[src/rtl/ctr_pkg.sv]
// Shared types for the programmable counter: boundary modes and one-shot states.
package ctr_pkg;

  typedef enum logic [1:0] {
    CTR_FREE    = 2'b00,
    CTR_SAT     = 2'b01,
    CTR_ONESHOT = 2'b10
  } ctr_mode_e;

  typedef enum logic [1:0] {
    ST_IDLE,
    ST_RUN,
    ST_DONE
  } ctr_state_e;

endpackage

[src/rtl/ctr_next.sv]
// Combinational next-value logic: one up/down step against an inclusive limit,
// with wrap or clamp behaviour at the bounds and the matching tc/ovf flags.
module ctr_next
  import ctr_pkg::*;
#(
  parameter int WIDTH  = 8,
  parameter int STEP_W = 4
) (
  input  logic [WIDTH-1:0]  cur,
  input  logic [STEP_W-1:0] step,
  input  logic              dir,
  input  logic [WIDTH-1:0]  limit,
  input  logic [1:0]        mode,
  output logic [WIDTH-1:0]  nxt,
  output logic              tc,
  output logic              ovf
);

  // Everything is widened by one bit so the sums and compares cannot overflow.
  logic [WIDTH:0] cur_x;
  logic [WIDTH:0] step_x;
  logic [WIDTH:0] lim_x;
  logic [WIDTH:0] one_x;
  logic [WIDTH:0] sum_x;
  logic [WIDTH:0] up_wrap_x;
  logic [WIDTH:0] dn_diff_x;
  logic [WIDTH:0] dn_wrap_x;
  logic           clamp;

  assign cur_x     = {1'b0, cur};
  assign step_x    = {{(WIDTH + 1 - STEP_W){1'b0}}, step};
  assign lim_x     = {1'b0, limit};
  assign one_x     = {{WIDTH{1'b0}}, 1'b1};
  assign sum_x     = cur_x + step_x;
  assign up_wrap_x = sum_x - lim_x - one_x;
  assign dn_diff_x = cur_x - step_x;
  assign dn_wrap_x = cur_x + lim_x + one_x - step_x;
  assign clamp     = (mode == CTR_SAT) || (mode == CTR_ONESHOT);

  // Pick the result for the current direction; the reserved mode falls into the wrap path.
  always_comb begin
    nxt = cur;
    tc  = 1'b0;
    ovf = 1'b0;
    if (dir) begin
      if (sum_x < lim_x) begin
        nxt = sum_x[WIDTH-1:0];
      end else if (sum_x == lim_x) begin
        nxt = limit;
        tc  = 1'b1;
      end else begin
        tc  = 1'b1;
        ovf = 1'b1;
        if (clamp) begin
          nxt = limit;
        end else if (cur_x > lim_x) begin
          nxt = '0;
        end else begin
          nxt = up_wrap_x[WIDTH-1:0];
        end
      end
    end else begin
      if (cur_x > step_x) begin
        nxt = dn_diff_x[WIDTH-1:0];
      end else if (cur_x == step_x) begin
        nxt = '0;
        tc  = 1'b1;
      end else begin
        tc  = 1'b1;
        ovf = 1'b1;
        if (clamp) begin
          nxt = '0;
        end else begin
          nxt = dn_wrap_x[WIDTH-1:0];
        end
      end
    end
  end

endmodule

[src/rtl/prog_counter.sv]
// Programmable up/down counter with limit, wrap/saturate/one-shot modes and status flags.
module prog_counter
  import ctr_pkg::*;
#(
  parameter int               WIDTH     = 8,
  parameter int               STEP_W    = 4,
  parameter logic [WIDTH-1:0] RESET_VAL = '0
) (
  input  logic              clk,
  input  logic              rst_n,
  input  logic              sclr,
  input  logic              load,
  input  logic [WIDTH-1:0]  d_in,
  input  logic              en,
  input  logic              dir,
  input  logic [STEP_W-1:0] step,
  input  logic [1:0]        mode,
  input  logic [WIDTH-1:0]  limit,
  output logic [WIDTH-1:0]  d_out,
  output logic              tc,
  output logic              ovf,
  output logic              done,
  output logic              busy
);

  ctr_state_e       state;
  ctr_state_e       state_nxt;
  logic [WIDTH-1:0] d_out_nxt;
  logic             tc_nxt;
  logic             ovf_nxt;
  logic [WIDTH-1:0] cnt_val;
  logic             cnt_tc;
  logic             cnt_ovf;
  logic             oneshot;
  logic             do_count;

  ctr_next #(
    .WIDTH  (WIDTH),
    .STEP_W (STEP_W)
  ) u_next (
    .cur   (d_out),
    .step  (step),
    .dir   (dir),
    .limit (limit),
    .mode  (mode),
    .nxt   (cnt_val),
    .tc    (cnt_tc),
    .ovf   (cnt_ovf)
  );

  assign oneshot  = (mode == CTR_ONESHOT);
  // A zero step is treated as no count so that tc drops and nothing else moves.
  assign do_count = en && !sclr && !load && (step != '0) &&
                    (!oneshot || (state == ST_RUN));

  // Next state and next register values, applying sclr > load > count priority.
  always_comb begin
    state_nxt = state;
    d_out_nxt = d_out;
    tc_nxt    = 1'b0;
    ovf_nxt   = ovf;

    if (sclr) begin
      d_out_nxt = RESET_VAL;
      ovf_nxt   = 1'b0;
    end else if (load) begin
      d_out_nxt = d_in;
      ovf_nxt   = 1'b0;
    end else if (do_count) begin
      d_out_nxt = cnt_val;
      tc_nxt    = cnt_tc;
      ovf_nxt   = ovf | cnt_ovf;
    end

    if (sclr || !oneshot) begin
      state_nxt = ST_IDLE;
    end else if (load) begin
      state_nxt = ST_RUN;
    end else if (do_count && cnt_tc) begin
      state_nxt = ST_DONE;
    end
  end

  // Counter, flag and FSM registers.
  always_ff @(posedge clk or negedge rst_n) begin
    if (!rst_n) begin
      state <= ST_IDLE;
      d_out <= RESET_VAL;
      tc    <= 1'b0;
      ovf   <= 1'b0;
    end else begin
      state <= state_nxt;
      d_out <= d_out_nxt;
      tc    <= tc_nxt;
      ovf   <= ovf_nxt;
    end
  end

  assign busy = (state == ST_RUN);
  assign done = (state == ST_DONE);

endmodule

[config.mk]
export PLATFORM = sky130hd
export DESIGN_NAME = prog_counter
export DESIGN_NICKNAME = d
export VERILOG_FILES = /design/src/rtl/ctr_pkg.sv /design/src/rtl/ctr_next.sv /design/src/rtl/prog_counter.sv
export SDC_FILE = /design/constraint.sdc
export NUM_CORES = 1
export LEC_CHECK = 0
export CORE_MARGIN = 1
export CORE_UTILIZATION = 30
export CTS_CLUSTER_SIZE = 24
export DETAILED_ROUTE_END_ITERATION = 16
export GPL_TIMING_DRIVEN = 1
export PLACE_DENSITY_LB_ADDON = 0.2
export RECOVER_POWER = 25
export SLEW_MARGIN = 40
export SYNTH_ARGS = -nofsm -noshare
export SYNTH_HDL_FRONTEND = slang
export SYNTH_SLANG_ARGS = --single-unit
[constraint.sdc]
create_clock -name clk -period 4.31 [get_ports clk]
set_input_delay 0.6465 -clock clk [delete_from_list [all_inputs] [get_ports clk]]
set_output_delay 0.6465 -clock clk [all_outputs]
set_load 0.05 [all_outputs]
==> results of run 1 <==
[state kept, by name (all words and copies together) (netlist names)]
register,cells
d_out,8
tc,1
ovf,1
state,2
[critical path, cell delays in order]
cell and delay (ps):
clkdlybuf4s50_1 590, inv_1 120, ha_1 340, nor2b_1 160, nor2_1 60, nor2_1 80
nor2_1 50, xnor2_1 170, ha_1 360, o211ai_1 110, a21oi_1 280, o22ai_1 200
nand2_1 230, o21ai_0 120, or3_1 410, a221oi_2 210
[metal layers]
metal	global-route usage	wire (um)
met1	0.276	3810
met2	0.322	3630
met3	0.0255	316
met4	0.0234	40
met5	0	0
[kinds of logic after synthesis]
logic type | Yosys count
AOI/OAI and AO/OA | 97
buffers and inverters | 49
muxes | 1
xor gates and xnor gates | 24
and+or+nand+nor | 78
DFF | 12
adders and majority gates | 45
[cell usage after synthesis, drive strengths merged, types with 3 or more instances]
library cell   n
inv           42
a211oi         6
nor2b          5
a221oi        12
dfrtp         12
o31a           4
clkbuf         5
a21oi         27
ha            38
o211ai         4
nand3          3
xor2           4
nor3           9
nand2         18
o21ai         16
o221ai         3
nand2b         7
fa             7
nand4          4
xnor2         20
o22ai          6
a21o           5
nor2          19
[final cells by class]
cell class	count	area (um2)
clock buffer	4	55.1
fill	827	4730
inverter	42	158
multi-input combinational	245	1950
sequential	12	300
tap	102	128
timing repair buffer	49	478
[repair_timing]
| action | in CTS | in global routing |
|---|---|---|
| setup buffers | 0 | 1 |
| endpoints found under the hold margin | 0 | 0 |
| setup endpoints to repair | 0 | 2 |
| gates resized for setup | 0 | 1 |
[power by group through the flow]
stage	combinational (mW)	sequential, mW	clock, mW
6_report	0.537	0.136	0.135
3_3_place_gp	0.525	0.138	0
2_1_floorplan	0.353	0.156	0
4_1_cts	0.531	0.136	0.141
3_5_place_dp	0.527	0.138	0
5_1_grt	0.593	0.138	0.145
[path summary, 6_finish.rpt]
check	startpoint	endpoint	cells after the start	slack [ps]
max	step[1]	d_out[6]$_DFFE_PN0P_	16	330
min	state[1]$_DFFE_PN0P_	state[1]$_DFFE_PN0P_	1	540
max reg2reg	d_out[1]$_DFFE_PN0P_	d_out[4]$_DFFE_PN0P_	13	710
min reg2reg	state[1]$_DFFE_PN0P_	state[1]$_DFFE_PN0P_	1	540
max in group asynchronous	rst_n	tc$_DFF_PN0_	1	2970
min in group asynchronous	rst_n	d_out[7]$_DFFE_PN0P_	1	880
[stage by stage]
stage	cell area [um2]	power, mW
after floorplan	2450	0.509
after global placement	3000	0.663
after detailed placement	3000	0.665
after CTS	3050	0.808
after global routing	3070	0.876
final	3070	0.808
==> results.txt, run 1 <==
top_reg_cell synth: dfrtp_1
CTS Hold Buffers Added: 0
Synth Cell Area: 0.00245 mm2
DPL Wire Length: 6360 um
Post-Layout Cell Count: 454
Num CTS Buffers: 3
Psw: 0.380 mW
Post-Syn Nets: 379
# H-tree levels: 1
gr ovfl total: 0
Pleak: 1.39 nW
post-synthesis register bit count: 12
Worst Path Required: 4470 ps
Ports: 40
vias in the first global route: 2,495
Worst Setup End Kind: flop
Synth Area in Simple Gates: 0.170
period utilization: 0.924
status: completed
Peak Freq: 251 MHz
vias per std cell: 5.18
Die Ht: 92.4 um
Chip Width: 92.4 um
Final Hold Viols: 0
total track usage: 0.195
Layout Area Growth over Synthesis: 25.4%
Root Buffer Master: clkbuf_8
1st-pass router iterations: 4
Synth Area in Adders: 0.251
maxcap violations: 0
initial antenna violation count: 0
Power Internal: 0.428 mW
pin count of the biggest net entering global routing: 21
Synth top area share: 0.194
clock slew at reported path FFs: 60 ps
Clock Power Share: 0.168
startpoint types: primary input
setup violators final: 0
Synth Area in Compound Gates: 0.287
Residual DRC: 0
Inst Count DP: 449
clock tree from TritonCTS: built
number of routed nets with antenna violations: 0
P per Cell Area: 263 mW/mm2
Avg WL per Cell: 17.2 um
sinks on the clock net: 12
Hold WS: 545 ps
most frequent cells in the layout: 42 x inv_1, 38 x ha_1, 38 x clkdlybuf4s50_1
Starting Density: 0.314
synth warn: 0
mux share of post-synthesis cell area: 0.00409
final WL: 7790 um
vias: 2,353
register area share after synthesis: 0.123
total negative slack: 0 ps
Setup CP Type: in -> reg
# diodes: 0
Switching Share: 0.470
fin util: 0.394
Synth Area per Inst: 8.01 um2
WP data arrival: 4140 ps
pins over their slew limit: 0
DRT iter0 DRCs: 157
Post-Synth XOR/XNOR Area: 0.0858
Rel. slew slack: 0.523
RSZ-0062 raised after global routing: no
combinational share of power: 0.664
Rows: 32
sequential share of power: 0.168
Yosys cell types: 51
dominant cell type by area after synthesis: ha_1
Nets: 426
Worst Skew: 0.764 ps
Final min period: 3980 ps
Gate Count Post-Synth: 306
hold crit path type: reg -> reg
main combinational cell family by area after synthesis: compound AO/OA/AOI/OAI gates
Place WS: 28.6 ps
Die ar.: 0.00853 mm2
first-pass GRT wire length: 12,900 um
top cells by area, synth: ha_1 19%, dfrtp_1 12%, xnor2_1 7.2%, inv_1 6.4%, fa_1 5.7%
Post-synth EDFFs: 0
port buffer count: 39
buffers from clock root to sink, at most: 2
Worst Max-Slew Pin Slew: 713 ps
Placer Congestion: 0.842
Max VDD drop: 0.0924 mV
share of cells above drive strength 1: 0.0625
Setup WS post-layout: 330 ps
CP max FO: 7
Worst-Skew Late Latency: 250 ps
most common cell after layout, fill and taps aside: inv_1
ys async rst share: 1.00
core area: 0.00781 mm2
(Power assumes the default switching activity.)
==> inputs of run 2 (changes only) <==
--- a/config.mk
+++ b/config.mk
@@ -9,7 +9,7 @@
 export CORE_UTILIZATION = 30
 export CTS_CLUSTER_SIZE = 24
 export DETAILED_ROUTE_END_ITERATION = 16
-export GPL_TIMING_DRIVEN = 1
+export GPL_TIMING_DRIVEN = 0
 export PLACE_DENSITY_LB_ADDON = 0.2
 export RECOVER_POWER = 25
 export SLEW_MARGIN = 40
==> run 2 against run 1 <==
Via count increased by 2.0%; clock-buffer cell count unchanged; clock skew grew 4.7 ps; flip-flop and latch count stayed put; design area about the same; critical endpoint is now d_out[0]$_DFFE_PN0P_; largest cell class unchanged; highest routed layer unchanged.
==> results.txt, run 2 (synthesis results as in run 1) <==
total track usage: 0.186 (-0.00849)
period utilization: 0.947 (+0.0236)
Root Buffer Master: clkbuf_8
P per Cell Area: 260 mW/mm2 (-1.1%)
vias in the first global route: 2,376 (-4.8%)
Ports: 40 (unchanged)
Peak Freq: 245 MHz (-2.5%)
pins over their slew limit: 0 (unchanged)
setup violators final: 0 (unchanged)
Biggest register: d_out
Chip Width: 92.4 um (unchanged)
maxcap violations: 0 (unchanged)
number of fill cells: 832 (+0.60%)
# diodes: 0 (unchanged)
Largest register FFs: 8 (unchanged)
core area: 0.00781 mm2 (unchanged)
Final min period: 4080 ps (+102 ps)
Pleak: 1.38 nW (-0.64%)
Worst Path Required: 4410 ps (-60 ps)
clock tree from TritonCTS: built
Die Ht: 92.4 um (unchanged)
most frequent cells in the layout: 42 x inv_1, 38 x ha_1, 38 x clkdlybuf4s50_1
Rows: 32 (unchanged)
startpoint types: primary input
first-pass GRT wire length: 12,300 um (-4.9%)
Setup CP Type: in -> reg
Register Area: 300 um2 (unchanged)
sinks on the clock net: 12 (unchanged)
gr ovfl total: 0 (unchanged)
Num CTS Buffers: 3 (unchanged)
Final Hold Viols: 0 (unchanged)
Worst Skew: 5.42 ps (+4.66 ps)
number of routed nets with antenna violations: 0 (unchanged)
Starting Density: 0.314 (unchanged)
DPL Wire Length: 6280 um (-1.3%)
Post-Layout Cell Count: 456 (+0.44%)
RSZ-0062 raised after global routing: no
most common cell after layout, fill and taps aside: inv_1
fin util: 0.394 (about the same)
Die ar.: 0.00853 mm2 (unchanged)
hold crit path type: reg -> reg
placed instance area: 0.00297 mm2 (-1.0%)
CP max FO: 6 (-1)
Inst Count DP: 447 (-0.45%)
buffers from clock root to sink, at most: 2 (unchanged)
vias per std cell: 5.26 (+1.5%)
Worst-Skew Late Latency: 250 ps (about the same)
pin count of the biggest net entering global routing: 13 (-38%)
port buffer count: 39 (unchanged)
DRT iter0 DRCs: 153 (-2.5%)
final WL: 7700 um (-1.2%)
Avg WL per Cell: 16.9 um (-1.7%)
initial antenna violation count: 0 (unchanged)
clock slew at reported path FFs: 60 ps (about the same)
CTS Hold Buffers Added: 0 (unchanged)
Max VDD drop: 0.0921 mV (-0.38%)
Design Area, Final: 0.00307 mm2 (about the same)
Residual DRC: 0 (unchanged)
Setup WS post-layout: 228 ps (-102 ps)
Rel. slew slack: 0.546 (+0.0226)
reg2reg setup slack: 720 ps (about the same)
Layout Area Growth over Synthesis: 25.5% (about the same)
status: completed
Nets: 428 (+0.47%)
total negative slack: 0 ps (unchanged)
vias: 2,399 (+2.0%)
Largest regs: d_out x8, state x2
share of cells above drive strength 1: 0.0593 (-0.00318)
Worst Max-Slew Pin Slew: 679 ps (-33.7 ps)
multi-input logic area: 0.00197 mm2 (+0.70%)
Place WS: -354 ps (-383 ps)
# H-tree levels: 1 (unchanged)
1st-pass router iterations: 4 (unchanged)
Placer Congestion: 0.865 (+2.8%)
Worst Setup End Kind: flop
WP data arrival: 4180 ps (+40 ps)
-- run 2: cell count changes in the layout (fill, tap and decap cells not counted), sizes merged --
cell    previous run  this run
buf               10         7
clkbuf             4         9
-- run 2: cell type report --
cell class                      instances  share of cell area
Tap cell                              102              0.0415
Sequential cell                        12              0.0977
Buffer                                  7              0.0122
Multi-Input combinational cell        245               0.640
Timing Repair Buffer                   44               0.139
Inverter                               42              0.0513
Clock buffer                            4              0.0179
-- run 2: what timing repair did --
| action | CTS | global route |
|---|---|---|
| endpoints found under the setup margin | 2 | 9 |
| buffers inserted | 0 | 5 |
| pin swaps | 0 | 3 |
| gates cloned | 0 | 0 |
| hold endpoints to repair | 0 | 0 |
| gates resized for setup | 1 | 2 |
-- run 2: worst max-delay path: stages --
cell and delay, ps:
clkdlybuf4s50_1 500, ha_1 270, fa_1 440, nand2b_4 120, a21oi_1 100, and3_1 210, xnor2_1 200, ha_1 340
a211oi_1 280, nand2_1 110, o22ai_1 300, nand2b_1 150, a211oi_1 390, o32ai_1 130
-- run 2: layer usage --
metal / track usage / part of all wire / up-vias
li1: - / - / 1211
met3: 0.0296 / 0.065 / 12
met2: 0.291 / 0.43 / 92
met1: 0.268 / 0.48 / 1084
met4: 0.0417 / 0.022 / 0
met5: 0 / 0 / -
-- run 2: metrics by stage --
step                      hold WS [ps]  total power [mW]
after detailed placement           532             0.653
after global routing               569             0.863
final                              544             0.800
after floorplan                    351             0.509
after global placement             527             0.651
after CTS                          546             0.791
-- run 2: final timing paths --
kind / endpoint / start / cells after the start
max reg2reg: d_out[0]$_DFFE_PN0P_ / d_out[1]$_DFFE_PN0P_ / 12
max: d_out[0]$_DFFE_PN0P_ / step[0] / 14
min reg2reg: state[1]$_DFFE_PN0P_ / state[1]$_DFFE_PN0P_ / 1
min in group asynchronous: d_out[4]$_DFFE_PN0P_ / rst_n / 1
min: state[1]$_DFFE_PN0P_ / state[1]$_DFFE_PN0P_ / 1
max in group asynchronous: d_out[0]$_DFFE_PN0P_ / rst_n / 1
-- run 2: report_power, final --
| group | internal (mW) | switching [mW] | leakage, nW |
|---|---|---|---|
| Combinational | 0.225 | 0.307 | 1.19 |
| Sequential | 0.120 | 0.0144 | 0.160 |
| Clock | 0.0811 | 0.0524 | 0.0288 |
==> inputs of run 3 (changes only) <==
--- a/config.mk
+++ b/config.mk
@@ -10,6 +10,7 @@
 export CTS_CLUSTER_SIZE = 24
 export DETAILED_ROUTE_END_ITERATION = 16
 export GPL_TIMING_DRIVEN = 0
+export MAX_ROUTING_LAYER = met4
 export PLACE_DENSITY_LB_ADDON = 0.2
 export RECOVER_POWER = 25
 export SLEW_MARGIN = 40
==> run 3 against run 2 <==
Via count fell by 0.88%; non-clock buffer count unchanged; critical path depth grew 1; maximum frequency is 0.58% lower; clock power is essentially flat; largest cell class unchanged; largest power group unchanged; total power is 0.91% higher; sequential share of layout area barely moved; first-iteration DRC count fell by 29%; routed wire length up 3.0%.
==> results.txt, run 3 (synthesis results as in run 1) <==
Largest register FFs: 8 (unchanged)
Rows: 32 (unchanged)
clock tree from TritonCTS: built
number of fill cells: 824 (-0.96%)
first-pass GRT wire length: 12,600 um (+2.9%)
cell mode on critical path: ha_1
Worst Setup End Kind: flop
# H-tree levels: 1 (unchanged)
FF-to-FF Start: d_out[1]$_DFFE_PN0P_
pins over their slew limit: 0 (unchanged)
CP max FO: 6 (unchanged)
period utilization: 0.953 (+0.00555)
maxcap violations: 0 (unchanged)
Design Area, Final: 0.00308 mm2 (+0.20%)
Layout Area Growth over Synthesis: 25.7%
worst hold path startpoint: state[1]$_DFFE_PN0P_
GRT busiest layer: met2
most common cell after layout, fill and taps aside: inv_1
multi-input logic area: 0.00197 mm2 (+0.32%)
reg2reg setup slack: 690 ps (-30 ps)
Chip Width: 92.4 um (unchanged)
Largest regs: d_out x8, state x2
Peak Freq: 244 MHz (-0.58%)
routing usage on met1: 0.280 (+0.0124)
Residual DRC: 0 (unchanged)
Die Ht: 92.4 um (unchanged)
Ports: 40 (unchanged)
Worst Skew: 1.24 ps (-4.18 ps)
Num CTS Buffers: 3 (unchanged)
RSZ-0062 raised after global routing: yes
Placer Congestion: 0.877 (+1.3%)
GR Util met2: 0.303 (+0.0123)
pin count of the biggest net entering global routing: 13 (unchanged)
total track usage: 0.197 (+0.0110)
1st-pass router iterations: 4 (unchanged)
Root Buffer Master: clkbuf_8
DPL Wire Length: 6430 um (+2.3%)
DRT iter0 DRCs: 108 (-29%)
vias: 2,378 (-0.88%)
Die ar.: 0.00853 mm2 (unchanged)
core area: 0.00781 mm2 (unchanged)
initial antenna violation count: 0 (unchanged)
vias in the first global route: 2,346 (-1.3%)
Pleak: 1.39 nW (+0.48%)
max incr delay on CP: 500 ps (about the same)
Starting Density: 0.314 (unchanged)
placed instance area: 0.00297 mm2 (unchanged)
reg2reg path depth: 13 (+1)
P per Cell Area: 262 mW/mm2 (+0.71%)
Avg WL per Cell: 17.4 um (+3.0%)
setup violators final: 0 (unchanged)
CP max-delay cell: clkdlybuf4s50_1
gr ovfl total: 0 (unchanged)
Worst Max-Slew Pin Slew: 797 ps (+118 ps)
Worst Path Required: 4470 ps (+60 ps)
port buffer count: 39 (unchanged)
cell chain of the critical path: clkdlybuf4s50_1 -> ha_1 -> fa_1 -> nand2b_4 -> a21oi_1 -> and3_1 -> xnor2_1 -> ha_1 -> a211oi_1 -> nand2_1 -> o22a_1 -> o21ai_4 -> a221oi_1 -> or3_1 -> a221oi_2
Worst-Skew Late Latency: 250 ps (about the same)
status: completed
buffers from clock root to sink, at most: 2 (unchanged)
WP data arrival: 4270 ps (+90 ps)
Total Power: 0.807 mW (+0.91%)
share of cells above drive strength 1: 0.0621 (+0.00282)
final WL: 7930 um (+3.0%)
GR met3 Demand/Resource: 0.0279 (-0.00164)
Biggest register: d_out
Rel. slew slack: 0.464 (-0.0821)
Setup CP Type: in -> reg
Final min period: 4110 ps (+23.9 ps)
hold crit path type: reg -> reg
most frequent cells in the layout: 42 x inv_1, 38 x ha_1, 38 x clkdlybuf4s50_1
fin util: 0.395 (+0.000801)
sinks on the clock net: 12 (unchanged)
Worst Hold Endpoint: state[1]$_DFFE_PN0P_
vias per std cell: 5.21 (-0.88%)
number of routed nets with antenna violations: 0 (unchanged)
WHS Path Cells: 1 (unchanged)
CTS Hold Buffers Added: 0 (unchanged)
# diodes: 0 (unchanged)
clock slew at reported path FFs: 60 ps (about the same)
worst r2r dst: d_out[5]$_DFFE_PN0P_
Nets: 428 (unchanged)
Final Hold Viols: 0 (unchanged)
startpoint types: primary input
Register Area: 300 um2 (unchanged)
Max VDD drop: 0.112 mV (+22%)
## run 3: cell counts in the layout (fill, tap and decap cells not counted)
No cell type changed its count.
## run 3: report_power, final
group	internal [mW]	leakage (nW)	switching, mW
Sequential	0.120	0.160	0.0149
Clock	0.0812	0.0288	0.0545
Combinational	0.226	1.20	0.310
## run 3: layout make-up
type                       count  area share
inverter                      42      0.0512
clock buffer                   4      0.0179
buffer                         7      0.0122
tap                          102      0.0414
sequential                    12      0.0975
multi-input combinational    245       0.641
timing repair buffer          44       0.139
## run 3: worst max-delay path, delay by kind of cell
family	cells	cell delay, ps
adders and majority gates	3	1050
xor gates and xnor gates	1	230
and+or+nand+nor	4	820
AOI/OAI and AO/OA	6	1010
buffers and inverters	1	500
## run 3: through the flow
step                      TNS [ps]  hold slack, ps  setup WS [ps]  std cells
after floorplan                  0             351            703        306
after global placement       -1650             528           -346        447
after detailed placement     -1590             528           -361        447
after CTS                        0             544           30.4        451
after global routing         -37.4             563          -25.2        456
final                            0             540            204        456
## run 3: worst max path at each step
| stage | slack [ps] | to | start | cells after the start |
|---|---|---|---|---|
| floorplan | 700 | d_out[6]$_DFFE_PN0P_ | d_out[0]$_DFFE_PN0P_ | 14 |
| global placement | -350 | d_out[5]$_DFFE_PN0P_ | step[0] | 15 |
| detailed placement | -360 | d_out[5]$_DFFE_PN0P_ | step[0] | 15 |
| CTS | 30 | d_out[5]$_DFFE_PN0P_ | step[0] | 13 |
| global route | -30 | d_out[5]$_DFFE_PN0P_ | step[0] | 15 |
| finish | 200 | d_out[5]$_DFFE_PN0P_ | step[0] | 15 |
## run 3: timing repair
action | CTS | global route
endpoints found under the setup margin | 2 | 10
pin swaps | 0 | 3
buffers inserted | 0 | 5
gates resized for setup | 1 | 3
## run 3: layer usage
| metal | vias to the layer above | wire length (um) |
|---|---|---|
| met4 | 0 | 106 |
| met3 | 9 | 354 |
| li1 | 1206 | - |
| met1 | 1095 | 3960 |
| met2 | 68 | 3510 |
| met5 | - | 0 |
